### src/rtl/adc_sequencer.sv
// ADC conversion sequencer: periodically pulses adc_go, collects each
// converter result into a first-word fall-through FIFO and keeps sticky
// overflow / timeout flags.
module adc_sequencer #(
    parameter int unsigned DEPTH   = 4,
    parameter int unsigned TIMEOUT = 32
) (
    input  logic                     clk,
    input  logic                     rst_n,
    input  logic                     enable,
    input  logic [15:0]              period,
    input  logic                     clr_err,
    output logic                     adc_go,
    input  logic                     adc_valid,
    input  logic [7:0]               adc_result,
    output logic                     out_valid,
    input  logic                     out_ready,
    output logic [7:0]               out_data,
    output logic [$clog2(DEPTH):0]   fill,
    output logic                     overflow,
    output logic                     timeout_err
);

    localparam int unsigned AW = $clog2(DEPTH);
    localparam int unsigned TW = $clog2(TIMEOUT + 1);

    typedef enum logic [1:0] {IDLE, CONV, GAP} state_e;

    state_e          state_q, state_d;
    logic [15:0]     per_q, per_d, per_dec;
    logic [TW-1:0]   to_q, to_d;
    logic            go_q, go_d;
    logic            push_req, to_evt, gap_done, to_hit;

    logic [7:0]      mem_q [DEPTH];
    logic [AW-1:0]   wptr_q, wptr_d, rptr_q, rptr_d;
    logic [AW:0]     cnt_q, cnt_d;
    logic            ovf_q, ovf_d, toe_q, toe_d;
    logic            full, do_push, do_pop, drop;

    // Period counter saturates at zero; GAP exits when the decremented value
    // reaches zero so that start-to-start spacing equals period exactly.
    assign per_dec  = (per_q == '0) ? '0 : per_q - 16'd1;
    assign gap_done = (per_dec == '0);
    assign to_hit   = (to_q == TW'(TIMEOUT - 1));

    // State register
    always_ff @(posedge clk or negedge rst_n) begin
        if (!rst_n) begin
            state_q <= IDLE;
        end else begin
            state_q <= state_d;
        end
    end

    // Next-state logic; enable has priority over result and timeout
    always_comb begin
        state_d = state_q;
        unique case (state_q)
            IDLE: if (enable) state_d = CONV;
            CONV: begin
                if (!enable)                  state_d = IDLE;
                else if (adc_valid || to_hit) state_d = GAP;
            end
            GAP: begin
                if (!enable)       state_d = IDLE;
                else if (gap_done) state_d = CONV;
            end
            default: state_d = IDLE;
        endcase
    end

    // FSM outputs: counter updates, push request, timeout event, go
    always_comb begin
        per_d    = per_q;
        to_d     = to_q;
        push_req = 1'b0;
        to_evt   = 1'b0;
        unique case (state_q)
            IDLE: begin
                if (enable) begin
                    per_d = period;
                    to_d  = '0;
                end
            end
            CONV: begin
                per_d = per_dec;
                to_d  = to_q + 1'b1;
                if (enable) begin
                    if (adc_valid)   push_req = 1'b1;
                    else if (to_hit) to_evt   = 1'b1;
                end
            end
            GAP: begin
                per_d = per_dec;
                if (enable && gap_done) begin
                    per_d = period;
                    to_d  = '0;
                end
            end
            default: ;
        endcase
        go_d = (state_d == CONV);
    end

    // Sequencer counters and registered converter go
    always_ff @(posedge clk or negedge rst_n) begin
        if (!rst_n) begin
            per_q <= '0;
            to_q  <= '0;
            go_q  <= 1'b0;
        end else begin
            per_q <= per_d;
            to_q  <= to_d;
            go_q  <= go_d;
        end
    end

    // FIFO control: pop only when non-empty; a pop frees room for a push
    always_comb begin
        full    = (cnt_q == (AW + 1)'(DEPTH));
        do_pop  = (cnt_q != '0) && out_ready;
        do_push = push_req && (!full || do_pop);
        drop    = push_req && full && !do_pop;
        wptr_d  = do_push ? wptr_q + 1'b1 : wptr_q;
        rptr_d  = do_pop  ? rptr_q + 1'b1 : rptr_q;
        unique case ({do_push, do_pop})
            2'b10:   cnt_d = cnt_q + 1'b1;
            2'b01:   cnt_d = cnt_q - 1'b1;
            default: cnt_d = cnt_q;
        endcase
        // Set events win over a same-cycle clear
        ovf_d = drop   ? 1'b1 : (clr_err ? 1'b0 : ovf_q);
        toe_d = to_evt ? 1'b1 : (clr_err ? 1'b0 : toe_q);
    end

    // FIFO pointers, occupancy and sticky flags
    always_ff @(posedge clk or negedge rst_n) begin
        if (!rst_n) begin
            wptr_q <= '0;
            rptr_q <= '0;
            cnt_q  <= '0;
            ovf_q  <= 1'b0;
            toe_q  <= 1'b0;
        end else begin
            wptr_q <= wptr_d;
            rptr_q <= rptr_d;
            cnt_q  <= cnt_d;
            ovf_q  <= ovf_d;
            toe_q  <= toe_d;
        end
    end

    // FIFO storage; contents are don't-care while empty so no reset
    always_ff @(posedge clk) begin
        if (do_push) mem_q[wptr_q] <= adc_result;
    end

    assign adc_go      = go_q;
    assign out_valid   = (cnt_q != '0);
    assign out_data    = mem_q[rptr_q];
    assign fill        = cnt_q;
    assign overflow    = ovf_q;
    assign timeout_err = toe_q;

endmodule

### config.mk
export PLATFORM = sky130hd
export DESIGN_NAME = adc_sequencer
export DESIGN_NICKNAME = d
export VERILOG_FILES = /design/src/rtl/adc_sequencer.sv
export SDC_FILE = /design/constraint.sdc
export NUM_CORES = 1
export LEC_CHECK = 0
export CAP_MARGIN = 25
export CORE_ASPECT_RATIO = 0.5
export CORE_UTILIZATION = 50
export DETAILED_ROUTE_END_ITERATION = 10
export GPL_ROUTABILITY_DRIVEN = 0
export PLACE_DENSITY_LB_ADDON = 0.25
export SYNTH_ARGS = -nofsm -noshare
export SYNTH_HDL_FRONTEND = slang
export SYNTH_SLANG_ARGS = --single-unit
### constraint.sdc
create_clock -name clk -period 2.6 [get_ports clk]
set_input_delay 0.52 -clock clk [delete_from_list [all_inputs] [get_ports clk]]
set_output_delay 0.52 -clock clk [all_outputs]
set_load 0.02 [all_outputs]
==> metrics.txt <==
Filler cells=417; # Max-Cap Violations=0; initial DRC count=173; Synth Warn #=0; Crit. End Element=flip-flop; Worst IR Drop VDD=0.000748 V; mux cell area share after synthesis=6.11%; io pins=45; via count=2818; Starting Density=54.1%; commonest non-fill, non-tap cells in the layout=clkdlybuf4s50_1, dfrtp_1, buf_4; layout cells sized above 1=26.2%; area delta synth->final=37.5%; largest net degree at the start of global routing=35; Fmax achieved=367 MHz; Worst-Skew Late Latency=0.33 ns; sequential element share of the synthesized area=52.7%; class of the tightest hold or removal check=reg -> reg; syn nets=341; share of the synthesized area in the top cell type=27.9%; Remaining DRCs=0; Post-Synthesis Cell Area=3440 um2; critical path type=reg -> reg; final hold violation count=0; worst-path fanout max=7; element type at the critical path start=flip-flop; Post-Layout Cell Count=474; Simple-Gate Fraction of Synth Area=14.8%; crit path DAT=2.94 ns; Die ar.=7230 um2; Die H=60.6 um; DR vias/cell=5.95; CTS Buf Count=9; Port-buffer cells=44; final setup margin=-0.126 ns; Post-CTS Hold Buffers=0; H-tree lvl count=3; worst clock skew=0.00410 ns; power per cell area=1230 nW/um2; post-placement cell count=450; ys async rst share=51.5%; post-synthesis compound-gate area fraction=16.6%; initial antenna violation count=0; Period minus WS final=2.73 ns; syn avg cell area=11.5 um2; Slew Viols, Final=0; Slew HR=70.1%; first-pass GRT wire length=12300 um; Wirelength per Cell=18.2 um; Crit Reg-Reg Startpoint=per_q[3]; crit path from=per_q[3]; RSZ-0062 raised after global routing=yes; Setup-failing EPs final=20; post-synth cell types=63; Final ANT Viol Nets=0; Worst Tran Pin Value=0.449 ns; TritonCTS Sinks=66; gr ovfl total=0; top post-synthesis cells by area=edfxtp_1, dfrtp_1, mux4_2; Die X=119 um; CP required=2.81 ns; clock slew at reported path FFs=0.05 ns; #FFs+latches synth=66; n_diodes=0; Slowest cell on crit path=or4_4; cell count after synthesis=300; largest family of logic cells by synthesized area=compound AO/OA/AOI/OAI gates; clock tree buffer depth=2; DRT Pass-1 Iters=5; failing checks=negative setup slack; gr usage total=23.0%; wirelength, routed=8620 um; Hold Slack=0.492 ns; dpl hpwl=5400 um; vias in the first global route=2549; fin nets=422; clk root buf=clkbuf_16; Post-Route Utilization=74.4%; crit-path cells=or4_4, o21ai_2, nor4b_4, o211a_1, a31oi_4, o211ai_2, nor2_1, a221o_1; worst stage delay on the critical path=0.62 ns; Top FF cell, synth=dfrtp_1; Post-synth EDFFs=32; cell row count=20; area leader, netlist=edfxtp_1; XOR/XNOR Fraction of Synth Area=1.78%; adder-cell share of the synthesized area=4.22%; leak pwr=0.00183 uW; CTS tree=yes; min-delay src=timeout_err; most common cell after layout, fill and taps aside=clkdlybuf4s50_1; run status=complete, but fails checks; core area=6360 um2; Tcrit/Tclk final=105%
==> layer usage <==
metal | up-vias | GRT usage, % | wire [um]
li1 | 1305 | - | -
met3 | 37 | 7.52 | 643
met4 | 0 | 8.14 | 230
met5 | - | 0 | 0
met2 | 138 | 40.0 | 4150
met1 | 1338 | 27.8 | 3590
==> repair_timing <==
item / in CTS / in global routing
cloned: 0 / 1
setup endpoints to repair: 2 / 23
gates resized for setup: 2 / 41
pin swaps: 0 / 21
buffers inserted: 0 / 7
==> where the power goes <==
| part | internal, uW | total [uW] | switching, uW |
|---|---|---|---|
| clock network | 739 | 1180 | 446 |
| registers | 1350 | 1670 | 322 |
| logic | 1390 | 2950 | 1560 |
==> worst max-delay path, delay by kind of cell (launching register included) <==
kind	cells	cell delay [ns]
and+or+nand+nor	3	1.01
DFF	1	0.38
AOI/OAI and AO/OA	5	1.21
==> Yosys cell counts (all sizes together), types with 6 or more instances <==
cell    number
dfrtp       34
edfxtp      32
nand2       32
a21oi       18
inv         18
o21ai       18
nor2        14
ha          10
nor3         9
clkbuf       8
mux4         8
xnor2        6
==> metrics by stage <==
stage / setup WS, ns / setup TNS [ns] / total power, uW / instance area (um2)
final: -0.126 / -0.836 / 5800 / 4730
after global routing: -0.215 / -3.48 / 6110 / 4730
after CTS: 0.00165 / 0 / 5310 / 4470
after detailed placement: -0.00433 / -0.00846 / 4100 / 4170
after global placement: 0.0764 / 0 / 4020 / 4170
after floorplan: -0.0166 / -0.0166 / 3150 / 3440
==> flip-flops by register name, indices dropped and copies added, names as in the netlist, 2 cells and up <==
name / count
fill: 3
mem_q: 32
per_q: 16
rptr_q: 2
state_q: 2
to_q: 6
wptr_q: 2
==> cells by family (layout without fill, tap and decap cells) <==
kind of cell,after synthesis,in the layout
fa+ha+maj,11,11
flops,66,66
xor+xnor,7,7
mux,11,11
simple gates,94,95
buf+inv,30,115
compound gates,81,81
==> worst paths after layout <==
check,slack [ns],endpoint,depth (start not counted)
max,-0.13,per_q[15],8
min,0.49,timeout_err,2
max reg2reg,-0.13,per_q[15],8
min reg2reg,0.49,timeout_err,2
max in group asynchronous,1.68,to_q[2],2
min in group asynchronous,0.60,per_q[3],2
==> cell type report <==
cell class	instances	area, um2	area share (%)
multi-input cells	205	1710	36.1
repair buffers	81	738	15.6
well taps	88	110	2.33
inverters	18	67.6	1.43
flip-flops and latches	66	1810	38.3
clock buffers	9	225	4.76
clock inverters	7	68.8	1.46
Power figures use the tool's default switching activity.
